<file path="src/rtl/iob_ahb2axis_pkg.sv">
// Shared encodings for the AHB-to-AXI-Stream bridge.
// Define IOB_AHB2AXIS_ERR_EN to enable ERROR responses for illegal accesses.
package iob_ahb2axis_pkg;

    typedef enum logic [1:0] {
        HTRANS_IDLE   = 2'b00,
        HTRANS_BUSY   = 2'b01,
        HTRANS_NONSEQ = 2'b10,
        HTRANS_SEQ    = 2'b11
    } htrans_e;

    localparam logic HRESP_OKAY  = 1'b0;
    localparam logic HRESP_ERROR = 1'b1;

    localparam logic [1:0] OFF_DATA      = 2'd0;
    localparam logic [1:0] OFF_DATA_LAST = 2'd1;
    localparam logic [1:0] OFF_STATUS    = 2'd2;
    localparam logic [1:0] OFF_RSVD      = 2'd3;

    typedef enum logic [2:0] {
        ST_IDLE,
        ST_WDATA,
        ST_RDATA,
        ST_ERR1,
        ST_ERR2
    } state_e;

    localparam int STAT_IN_VALID = 0;
    localparam int STAT_OUT_FULL = 1;
    localparam int STAT_IN_LAST  = 2;

    // HSIZE encoding of a full data-bus word
    function automatic logic [2:0] word_hsize(input int data_width);
        return 3'($clog2(data_width / 8));
    endfunction

endpackage

</file>
<file path="src/rtl/iob_ahb2axis_if.sv">
// AHB subordinate port plus outgoing/incoming AXI-Stream ports of the bridge.
// The slave modport is the bridge's view; master is the surrounding system's view.
interface iob_ahb2axis_if #(
    parameter int ADDR_WIDTH = 32,
    parameter int DATA_WIDTH = 32,
    parameter int STRB_WIDTH = DATA_WIDTH / 8
);
    logic                  s_ahb_sel_i;
    logic [ADDR_WIDTH-1:0] s_ahb_addr_i;
    logic [1:0]            s_ahb_trans_i;
    logic                  s_ahb_write_i;
    logic [2:0]            s_ahb_size_i;
    logic [DATA_WIDTH-1:0] s_ahb_wdata_i;
    logic [STRB_WIDTH-1:0] s_ahb_wstrb_i;
    logic                  s_ahb_ready_i;
    logic                  s_ahb_readyout_o;
    logic                  s_ahb_resp_o;
    logic [DATA_WIDTH-1:0] s_ahb_rdata_o;

    logic                  out_axis_tvalid_o;
    logic                  out_axis_tready_i;
    logic [DATA_WIDTH-1:0] out_axis_tdata_o;
    logic                  out_axis_tlast_o;

    logic                  in_axis_tvalid_i;
    logic                  in_axis_tready_o;
    logic [DATA_WIDTH-1:0] in_axis_tdata_i;
    logic                  in_axis_tlast_i;

    modport slave (
        input  s_ahb_sel_i, s_ahb_addr_i, s_ahb_trans_i, s_ahb_write_i,
        input  s_ahb_size_i, s_ahb_wdata_i, s_ahb_wstrb_i, s_ahb_ready_i,
        output s_ahb_readyout_o, s_ahb_resp_o, s_ahb_rdata_o,
        output out_axis_tvalid_o, out_axis_tdata_o, out_axis_tlast_o,
        input  out_axis_tready_i,
        input  in_axis_tvalid_i, in_axis_tdata_i, in_axis_tlast_i,
        output in_axis_tready_o
    );

    modport master (
        output s_ahb_sel_i, s_ahb_addr_i, s_ahb_trans_i, s_ahb_write_i,
        output s_ahb_size_i, s_ahb_wdata_i, s_ahb_wstrb_i, s_ahb_ready_i,
        input  s_ahb_readyout_o, s_ahb_resp_o, s_ahb_rdata_o,
        input  out_axis_tvalid_o, out_axis_tdata_o, out_axis_tlast_o,
        output out_axis_tready_i,
        output in_axis_tvalid_i, in_axis_tdata_i, in_axis_tlast_i,
        input  in_axis_tready_o
    );
endinterface

</file>
<file path="src/rtl/iob_ahb2axis_obuf.sv">
// One-entry registered AXI-Stream output buffer with load/drain and a full flag.
module iob_ahb2axis_obuf #(
    parameter int DATA_WIDTH = 32
) (
    input  logic                  clock,
    input  logic                  cke,
    input  logic                  reset,
    input  logic                  load,
    input  logic [DATA_WIDTH-1:0] load_data,
    input  logic                  load_last,
    input  logic                  tready,
    output logic                  tvalid,
    output logic [DATA_WIDTH-1:0] tdata,
    output logic                  tlast,
    output logic                  full
);

    // A load in the same cycle as a drain simply replaces the departing beat
    always_ff @(posedge clock) begin
        if (reset) begin
            tvalid <= 1'b0;
            tdata  <= '0;
            tlast  <= 1'b0;
        end else if (cke) begin
            if (load) begin
                tvalid <= 1'b1;
                tdata  <= load_data;
                tlast  <= load_last;
            end else if (tvalid && tready) begin
                tvalid <= 1'b0;
            end
        end
    end

    assign full = tvalid;

endmodule

</file>
<file path="src/rtl/iob_ahb2axis.sv">
// AHB subordinate that pushes written words onto out_axis and pops in_axis on reads.
// Define IOB_AHB2AXIS_ERR_EN to answer illegal accesses with a two-cycle ERROR.
module iob_ahb2axis #(
    parameter int ADDR_WIDTH = 32,
    parameter int DATA_WIDTH = 32,
    parameter int STRB_WIDTH = DATA_WIDTH / 8
) (
    input  logic          clk_i,
    input  logic          cke_i,
    input  logic          rst_i,
    iob_ahb2axis_if.slave bus
);
    import iob_ahb2axis_pkg::*;

    state_e                state_q;
    state_e                state_d;
    logic [1:0]            off_q;
    logic                  accept;
    logic                  addr_err;
    logic                  readyout;
    logic                  resp;
    logic [DATA_WIDTH-1:0] rdata;
    logic                  pop_phase;
    logic                  load;
    logic                  is_data;
    logic                  obuf_full;
    logic [DATA_WIDTH-1:0] status_word;
    logic [ADDR_WIDTH-1:0] addr_full;
    logic [STRB_WIDTH-1:0] wstrb_unused;
    logic                  unused_bits;

    assign addr_full    = bus.s_ahb_addr_i;
    assign wstrb_unused = bus.s_ahb_wstrb_i;
    assign unused_bits  = ^{addr_full[ADDR_WIDTH-1:4], addr_full[1:0],
                            wstrb_unused, bus.s_ahb_size_i};

    assign accept = bus.s_ahb_sel_i && bus.s_ahb_ready_i &&
                    ((bus.s_ahb_trans_i == HTRANS_NONSEQ) ||
                     (bus.s_ahb_trans_i == HTRANS_SEQ));

`ifdef IOB_AHB2AXIS_ERR_EN
    assign addr_err = (bus.s_ahb_size_i != word_hsize(DATA_WIDTH)) ||
                      (bus.s_ahb_write_i && ((addr_full[3:2] == OFF_STATUS) ||
                                             (addr_full[3:2] == OFF_RSVD))) ||
                      (!bus.s_ahb_write_i && (addr_full[3:2] == OFF_RSVD));
`else
    assign addr_err = 1'b0;
`endif

    assign is_data = (off_q == OFF_DATA) || (off_q == OFF_DATA_LAST);

    always_comb begin
        status_word = '0;
        status_word[STAT_IN_VALID] = bus.in_axis_tvalid_i;
        status_word[STAT_OUT_FULL] = obuf_full;
        status_word[STAT_IN_LAST]  = bus.in_axis_tlast_i;
    end

    always_ff @(posedge clk_i) begin
        if (rst_i) begin
            state_q <= ST_IDLE;
            off_q   <= OFF_DATA;
        end else if (cke_i) begin
            state_q <= state_d;
            if (readyout && accept) begin
                off_q <= addr_full[3:2];
            end
        end
    end

    // Data-phase response plus next state; a completing phase may hand straight to the next transfer
    always_comb begin
        state_d   = state_q;
        readyout  = 1'b1;
        resp      = HRESP_OKAY;
        rdata     = '0;
        pop_phase = 1'b0;
        load      = 1'b0;

        case (state_q)
            ST_WDATA: begin
                if (is_data) begin
                    readyout = ~obuf_full | bus.out_axis_tready_i;
                    load     = readyout;
                end
            end
            ST_RDATA: begin
                case (off_q)
                    OFF_DATA, OFF_DATA_LAST: begin
                        readyout  = bus.in_axis_tvalid_i;
                        pop_phase = 1'b1;
                        rdata     = bus.in_axis_tdata_i;
                    end
                    OFF_STATUS: rdata = status_word;
                    OFF_RSVD:   rdata = '0;
                    default:    rdata = '0;
                endcase
            end
            ST_ERR1: begin
                readyout = 1'b0;
                resp     = HRESP_ERROR;
            end
            ST_ERR2: resp = HRESP_ERROR;
            default: ;
        endcase

        if (state_q == ST_ERR1) begin
            state_d = ST_ERR2;
        end else if (readyout) begin
            if (accept) begin
                if (addr_err) begin
                    state_d = ST_ERR1;
                end else if (bus.s_ahb_write_i) begin
                    state_d = ST_WDATA;
                end else begin
                    state_d = ST_RDATA;
                end
            end else begin
                state_d = ST_IDLE;
            end
        end
    end

    iob_ahb2axis_obuf #(
        .DATA_WIDTH(DATA_WIDTH)
    ) u_obuf (
        .clock    (clk_i),
        .cke      (cke_i),
        .reset    (rst_i),
        .load     (load),
        .load_data(bus.s_ahb_wdata_i),
        .load_last(off_q == OFF_DATA_LAST),
        .tready   (bus.out_axis_tready_i),
        .tvalid   (bus.out_axis_tvalid_o),
        .tdata    (bus.out_axis_tdata_o),
        .tlast    (bus.out_axis_tlast_o),
        .full     (obuf_full)
    );

    // tready only in the completing cycle, so a pop never happens without the read finishing
    assign bus.in_axis_tready_o = pop_phase && bus.in_axis_tvalid_i && cke_i && !rst_i;
    assign bus.s_ahb_readyout_o = readyout;
    assign bus.s_ahb_resp_o     = resp;
    assign bus.s_ahb_rdata_o    = rdata;

endmodule

</file>
<file path="src/flat_wrapper.sv">
// flat-port wrapper written by rule: the top's interface ports become plain ports
module iob_ahb2axis_flat import iob_ahb2axis_pkg::*;
#(
    parameter int ADDR_WIDTH = 32,
    parameter int DATA_WIDTH = 32,
    parameter int STRB_WIDTH = DATA_WIDTH / 8
)
  (clk_i, cke_i, rst_i, bus_s_ahb_sel_i, bus_s_ahb_addr_i, bus_s_ahb_trans_i, bus_s_ahb_write_i, bus_s_ahb_size_i, bus_s_ahb_wdata_i, bus_s_ahb_wstrb_i, bus_s_ahb_ready_i, bus_s_ahb_readyout_o, bus_s_ahb_resp_o, bus_s_ahb_rdata_o, bus_out_axis_tvalid_o, bus_out_axis_tdata_o, bus_out_axis_tlast_o, bus_out_axis_tready_i, bus_in_axis_tvalid_i, bus_in_axis_tdata_i, bus_in_axis_tlast_i, bus_in_axis_tready_o);
  iob_ahb2axis_if #(.ADDR_WIDTH(ADDR_WIDTH), .DATA_WIDTH(DATA_WIDTH), .STRB_WIDTH(STRB_WIDTH)) bus_i ();
  input  logic clk_i;
  input  logic cke_i;
  input  logic rst_i;
  input wire logic [$bits(bus_i.s_ahb_sel_i)-1:0] bus_s_ahb_sel_i;
  input wire logic [$bits(bus_i.s_ahb_addr_i)-1:0] bus_s_ahb_addr_i;
  input wire logic [$bits(bus_i.s_ahb_trans_i)-1:0] bus_s_ahb_trans_i;
  input wire logic [$bits(bus_i.s_ahb_write_i)-1:0] bus_s_ahb_write_i;
  input wire logic [$bits(bus_i.s_ahb_size_i)-1:0] bus_s_ahb_size_i;
  input wire logic [$bits(bus_i.s_ahb_wdata_i)-1:0] bus_s_ahb_wdata_i;
  input wire logic [$bits(bus_i.s_ahb_wstrb_i)-1:0] bus_s_ahb_wstrb_i;
  input wire logic [$bits(bus_i.s_ahb_ready_i)-1:0] bus_s_ahb_ready_i;
  output wire logic [$bits(bus_i.s_ahb_readyout_o)-1:0] bus_s_ahb_readyout_o;
  output wire logic [$bits(bus_i.s_ahb_resp_o)-1:0] bus_s_ahb_resp_o;
  output wire logic [$bits(bus_i.s_ahb_rdata_o)-1:0] bus_s_ahb_rdata_o;
  output wire logic [$bits(bus_i.out_axis_tvalid_o)-1:0] bus_out_axis_tvalid_o;
  output wire logic [$bits(bus_i.out_axis_tdata_o)-1:0] bus_out_axis_tdata_o;
  output wire logic [$bits(bus_i.out_axis_tlast_o)-1:0] bus_out_axis_tlast_o;
  input wire logic [$bits(bus_i.out_axis_tready_i)-1:0] bus_out_axis_tready_i;
  input wire logic [$bits(bus_i.in_axis_tvalid_i)-1:0] bus_in_axis_tvalid_i;
  input wire logic [$bits(bus_i.in_axis_tdata_i)-1:0] bus_in_axis_tdata_i;
  input wire logic [$bits(bus_i.in_axis_tlast_i)-1:0] bus_in_axis_tlast_i;
  output wire logic [$bits(bus_i.in_axis_tready_o)-1:0] bus_in_axis_tready_o;
  assign bus_i.s_ahb_sel_i = bus_s_ahb_sel_i;
  assign bus_i.s_ahb_addr_i = bus_s_ahb_addr_i;
  assign bus_i.s_ahb_trans_i = bus_s_ahb_trans_i;
  assign bus_i.s_ahb_write_i = bus_s_ahb_write_i;
  assign bus_i.s_ahb_size_i = bus_s_ahb_size_i;
  assign bus_i.s_ahb_wdata_i = bus_s_ahb_wdata_i;
  assign bus_i.s_ahb_wstrb_i = bus_s_ahb_wstrb_i;
  assign bus_i.s_ahb_ready_i = bus_s_ahb_ready_i;
  assign bus_s_ahb_readyout_o = bus_i.s_ahb_readyout_o;
  assign bus_s_ahb_resp_o = bus_i.s_ahb_resp_o;
  assign bus_s_ahb_rdata_o = bus_i.s_ahb_rdata_o;
  assign bus_out_axis_tvalid_o = bus_i.out_axis_tvalid_o;
  assign bus_out_axis_tdata_o = bus_i.out_axis_tdata_o;
  assign bus_out_axis_tlast_o = bus_i.out_axis_tlast_o;
  assign bus_i.out_axis_tready_i = bus_out_axis_tready_i;
  assign bus_i.in_axis_tvalid_i = bus_in_axis_tvalid_i;
  assign bus_i.in_axis_tdata_i = bus_in_axis_tdata_i;
  assign bus_i.in_axis_tlast_i = bus_in_axis_tlast_i;
  assign bus_in_axis_tready_o = bus_i.in_axis_tready_o;
  iob_ahb2axis #(.ADDR_WIDTH(ADDR_WIDTH), .DATA_WIDTH(DATA_WIDTH), .STRB_WIDTH(STRB_WIDTH)) u_core (.clk_i(clk_i), .cke_i(cke_i), .rst_i(rst_i), .bus(bus_i));
endmodule
</file>
<file path="config.mk">
export PLATFORM = sky130hd
export DESIGN_NAME = iob_ahb2axis_flat
export DESIGN_NICKNAME = d
export VERILOG_FILES = /design/src/rtl/iob_ahb2axis_pkg.sv /design/src/rtl/iob_ahb2axis_if.sv /design/src/rtl/iob_ahb2axis_obuf.sv /design/src/rtl/iob_ahb2axis.sv /design/src/flat_wrapper.sv
export SDC_FILE = /design/constraint.sdc
export NUM_CORES = 1
export LEC_CHECK = 0
export CORE_MARGIN = 2
export CORE_UTILIZATION = 29
export CTS_CLUSTER_DIAMETER = 50
export DETAILED_ROUTE_END_ITERATION = 12
export GPL_TIMING_DRIVEN = 0
export PLACE_DENSITY = 0.89
export SLEW_MARGIN = 20
export SYNTH_ARGS = -nofsm -noshare
export SYNTH_HDL_FRONTEND = slang
export SYNTH_SLANG_ARGS = --single-unit
</file>
<file path="constraint.sdc">
create_clock -name clk_i -period 1.9 [get_ports clk_i]
set_input_delay 0.19 -clock clk_i [delete_from_list [all_inputs] [get_ports clk_i]]
set_output_delay 0.19 -clock clk_i [all_outputs]
set_load 0.05 [all_outputs]
</file>
# --- Word level (Yosys, flattened, before mapping) ---
# Cells that the tools add are included.
word_totals:
  romBits: 0
  latchBits: 0
  mem_bits_rw: 0
  reg_bits: 39
  output_inout_bits: 69
  input_bits: 114
  elab_cells: 51
  memories: 0
op_classes:
  multipliers: 0
  div: 0
  eq_ne: 9
  n_mux: 16
  add_sub_neg: 0
  shifts: 0
  n_reduce_logical: 19
  n_lt_le_gt_ge: 0
  bitwise: 2
ops:
  columns: ["operator", "n"]
  rows:
  - ["$pmux 32 s3", 1]
  - ["$mux 32", 1]
  - ["$mux 1", 9]
  - ["$eq 2x2->1 const B", 4]
  - ["$reduce_and 2->1", 4]
  - ["$logic_and 1x1->1", 7]
  - ["$eq 3x2->1 const B", 2]
  - ["$mux 3", 2]
  - ["$mux 2", 2]
  - ["$reduce_bool 2->1", 2]
  - ["$reduce_or 2->1", 2]
  - ["$eq 3x1->1 const B", 1]
  - ["$eq 3x3->1 const B", 1]
  - ["$pmux 1 s3", 1]
  - ["$eq 2x1->1 const B", 1]
  - ["$logic_not 2->1", 1]
  - ["$logic_or 1x1->1", 2]
  - ["$logic_not 1->1", 1]
  - ["$not 1->1", 1]
  - ["$or 1x1->1", 1]

# --- Longest topological paths before layout ---
depth:
  ltp_word: 7
  mapped_depth: 7
  depth_no_buf: 4

# --- Hierarchy ---
# Synthesis repeated with hierarchy kept, for this count alone.
unflattened:
  cells_unflattened: 232
  hier_area_um2: 2459.9
by_module_without_submodules:
  columns: ["module", "n_inst", "seq_area_each_um2", "cells_each", "area_per_inst_um2"]
  rows:
  - ["iob_ahb2axis_obuf", 1, 680.7, 157, 1858.0]
  - ["iob_ahb2axis", 1, 100.1, 75, 601.8]

# --- Least setup slack after synthesis ---
# OpenSTA, ideal clock, no wires.
synth_timing:
  kind: "register to output"
  start: "register u_core.state_q[1]"
  end: "output bus_in_axis_tready_o"
  t_required_ns: 1.710
  arrival_ns: 2.399
  setup_slack_ns: -0.689
  path_stages_with_launch: 5
  path_buffers: 1
  path_cell_list: "dfxtp_1 inv_2 or3_1 buf_2 nor4_1"
synth_via:
  elab_chain_cells: 5
synth_rtl:
  columns: ["item", "line_no", "rtl"]
  rows:
  - ["from (decl)", "iob_ahb2axis.sv:15", "state_e state_q;"]
  - ["from (signal assigned)", "iob_ahb2axis.sv:64", "state_q <= state_d;"]
  - ["$eq 3x2->1", "iob_ahb2axis.sv:80", "case (state_q)"]
  - ["$mux 1", "iob_ahb2axis.sv:80", null]
  - ["$logic_and 1x1->1 (3 in a row)", "iob_ahb2axis.sv:141", "assign bus.in_axis_tready_o = pop_phase && bus.in_axis_tvalid_i && cke_i && !rst_i;"]
  - ["to (decl)", "flat_wrapper.sv:31", "output wire logic [$bits(bus_i.in_axis_tready_o)-1:0] bus_in_axis_tready_o;"]
# Every way passes these cells.

# --- Final worst setup path ---
layout_timing:
  start: "register u_core.state_q[2]"
  end: "output bus_s_ahb_rdata_o[24]"
layout_via:
  elab_chain_cells: 2
layout_rtl:
  columns: ["item", "line_no", "rtl"]
  rows:
  - ["$eq 3x2->1", "iob_ahb2axis.sv:80", null]
  - ["$mux 32", "iob_ahb2axis.sv:80", null]
  - ["to (decl)", "flat_wrapper.sv:23", "output wire logic [$bits(bus_i.s_ahb_rdata_o)-1:0] bus_s_ahb_rdata_o;"]
# Every way passes these cells.

==> impl_metrics.yaml <==
run_status:
  run_status: "complete, but fails checks"
  violations_in_the_final_reports: "setup timing"
sta:
  timing.setup.tns_ns: -0.0336
  final.min_clock_period_ns: 1.91
  setup_viol: 5
  worst_pin_slew_ns: 0.580
  fraction_of_the_cycle_the_final_worst_path_needs_pct: 101
  fin_skew_ns: 0.00734
  slew_violations: 0
  hold_viol: 0
  setup_repair_after_global_routing_missed_its_margin: "true"
  maximum_frequency_from_static_timing_analysis_mhz: 523
  relative_max_transition_margin_pct: 61.3
  fin_ws_ns: -0.0138
synth:
  synth-seq-area-share_pct: 44.1
  synthesis.area_sq_um: 1770
  synth_top_cell_by_area: "dfxtp_1"
  synth.distinct_cells: 31
  yosys_warnings: 0
  synth_fp_nets: 346
  post_synth_main_area_contributors: "dfxtp_1 44%, nand2_1 14%, a21oi_1 11%"
  synth.top_cell.area_share_pct: 44.1
  synthesis.area_per_instance_sq_um: 7.64
  cells_after_synthesis: 232
  synth.ff_latch_count: 39
worst_setup_path:
  critPathCaptureType: "primary output"
  critPathBufInv: 3
  worstPathArrival_ns: 1.72
  setup.worst_path.class: "reg -> out"
  critical_path_required_ns: 1.71
  timing.rr.start: "u_core.state_q[2]$_SDFFE_PP0P_"
  slowest_cell_delay_on_critical_path_ns: 0.43
  crit_path_slowest_cell: "or3_4"
  ff2ff_path_depth: 6
  crit_family: "simple AND/OR/NAND/NOR gates"
  r2r_setup_slack_ns: 0.32
  worstReg2RegEnd: "u_core.u_obuf.tdata[18]$_SDFFE_PP0P_"
  most_frequent_cell_on_critical_path: "buf_6"
  cp_cell_sequence: "or3_4, nor2_4, buf_6, buf_6, and2_4, buf_8"
  worst-path-max-fanout: 6
  worst_setup_path_start_kind: "register"
detailed_routing:
  drc_errors: 0
  via_count: 2149
  post_drt_antenna_nets: 0
  postRouteWirelength_mm: 6.89
  detail_route.first_pass.iterations: 4
  drt-wirelength-per-cell_microns: 14.8
  via_per_inst: 4.63
  drt-initial-drc-count: 69
min_path:
  hold_path_depth: 3
  worst_hold_startpoint: "rst_i"
  hold-path-endpoint: "u_core.off_q[0]$_SDFFE_PP0P_"
  worst_hold_class: "in -> reg"
global_route:
  globalRoute.totalOverflow: 0
  grt_pass1_wl_mm: 9.89
  grt_max_degree: 13
  global_route.usage.total_pct: 19.6
  grt_antenna_before_repair: 0
  grt_pass1_vias: 2058
power_and_ir_drop:
  ir_drop_v: 0.000446
  clock_power_share_pct: 32.4
  power.share.switching_pct: 25.0
  total_leakage_power_nw: 1.36
  comb_power_share_pct: 18.8
  internal_power_mw: 1.27
  fin_total_pwr_mw: 1.69
  power.share.sequential_pct: 48.8
  power.density_nw_per_um2: 470
  p_sw_mw: 0.423
finish:
  instances_no_fill: 464
  antenna_diode_instance_count: 0
  finish.instance_area_sq_um: 3590
  flow.area_growth_from_synthesis_pct: 103
  finish.net_count: 502
  final_layout_size_suffix_gt1_share_pct: 21.1
floorplanning:
  die_h_microns: 82.2
  io_pins: 183
  std_cell_rows: 28
  coreArea_sq_um: 5920
  overall_die_area_sq_um: 6750
  fp.dieW_microns: 82.2
  floorplan.initialDensity_pct: 29.9
run:
  cap_violations: 0
placement:
  buffer_ports.inserted: 142
  postPlaceCellArea_sq_um: 3300
  post-dp-hpwl_mm: 5.27
  numPlacedInstances: 449
  finalWeightedCongestion: 0.816
clock_network:
  clkSinkCount: 39
  worst_skew_pair.late_latency_ns: 0.29
  root_buffer: "clkbuf_8"
  clock_tree_from_tritoncts: "yes"
  h-tree-depth: 2
  total_cts_buffers: 5
  cts_hold_buffers: 0
  clk_transition_reported_paths_ns: 0.07
  cts_buffer_depth: 2
-- state kept, by name, indices dropped and copies added (netlist names) --
signal,flops
u_core.u_obuf.tdata,32
u_core.off_q,2
u_core.u_obuf.full,1
u_core.state_q,3
u_core.u_obuf.tlast,1
-- timing repair --
item                                    CTS  global route
pin swaps                                 4             6
endpoints found under the setup margin   35            34
endpoints found under the hold margin     0             0
resized for setup                       270             9
cloned                                    2             0
setup buffers                             6             0
-- cell usage after synthesis, drive strengths merged --
master and number:
a21o 1, a21oi 38, a32oi 1, and2 30, and3 1, and4 2
and4bb 1, buf 8, clkbuf 10, dfxtp 39, inv 2, mux2i 1
nand2 68, nand2b 4, nand3b 3, nand4 1, nand4b 2, nor2 8
nor2b 4, nor4 1, o21ai 2, o221ai 1, o32a 1, o41ai 1
or2b 1, or3 1
-- worst register-to-register path, delay by kind of cell, from the launching register on --
kind | cells | cell delay, ns
compound gates | 1 | 0.07
flops | 1 | 0.36
buf+inv | 2 | 0.46
simple gates | 3 | 0.58
-- power by group through the flow --
| stage | clock network (mW) | logic (mW) | registers [mW] |
|---|---|---|---|
| after floorplan | 0 | 0.0879 | 0.859 |
| after global placement | 0 | 0.293 | 0.846 |
| after detailed placement | 0 | 0.295 | 0.846 |
| after CTS | 0.561 | 0.316 | 0.824 |
| after global routing | 0.600 | 0.334 | 0.825 |
| final | 0.547 | 0.317 | 0.824 |
-- layout by cell type, fill, tap and decap left out, types with 4 or more instances in the layout --
master	count
a21oi_1	38
and2_1	15
and2_4	15
buf_2	7
buf_4	6
buf_6	18
buf_8	13
clkbuf_1	9
clkbuf_4	4
clkbuf_8	5
clkdlybuf4s50_1	107
dfxtp_1	35
nand2_1	68
nand2b_1	4
nor2_1	7
nor2b_1	4
-- final cells by class --
cell class	count	area [sq um]
plain buffers	17	91.3
fillers	507	2330
well taps	75	93.8
clock inverters	2	12.5
inverters	2	7.51
flip-flops and latches	39	791
repair buffers	150	1570
clock buffers	6	72.6
multi-input cells	173	951
-- cell families after synthesis --
logic type	after synthesis	share of synthesized area [%]
mux	1	0.565
compound gates	45	14.1
simple gates	127	35.7
flops	39	44.1
buf+inv	20	5.51
-- per-stage QoR --
step	setup WS, ns	hold slack, ns	util [%]
6_report	-0.0138	0.322	60.6
5_1_grt	-0.0846	0.378	60.6
4_1_cts	-0.106	0.309	60.5
3_5_place_dp	-0.616	0.446	55.8
3_3_place_gp	-0.556	0.440	55.8
2_1_floorplan	0.0309	0.326	-
-- routing by layer --
layer	wire [microns]	track usage (%)	up-vias	share of wire, %
met2	3700	39.6	105	54
met3	833	7.07	9	12
li1	-	-	1062	-
met1	2250	17.9	973	33
met5	0	0	-	0
met4	104	5.83	0	1.5
-- worst max-delay path by stage --
stage	slack, ns	cells past startpoint	from	to
final	-0.01	6	u_core.state_q[2]$_SDFFE_PP0P_	bus_s_ahb_rdata_o[24]
after global routing	-0.08	6	u_core.state_q[2]$_SDFFE_PP0P_	bus_s_ahb_rdata_o[27]
after CTS	-0.11	7	u_core.state_q[2]$_SDFFE_PP0P_	bus_s_ahb_rdata_o[23]
after detailed placement	-0.62	8	u_core.state_q[1]$_SDFFE_PP0P_	bus_s_ahb_rdata_o[29]
after global placement	-0.56	8	u_core.state_q[1]$_SDFFE_PP0P_	bus_s_ahb_rdata_o[29]
after floorplan	0.03	4	u_core.state_q[1]$_SDFFE_PP0P_	bus_s_ahb_rdata_o[1]
No activity file was read; power rests on OpenSTA's default activity.
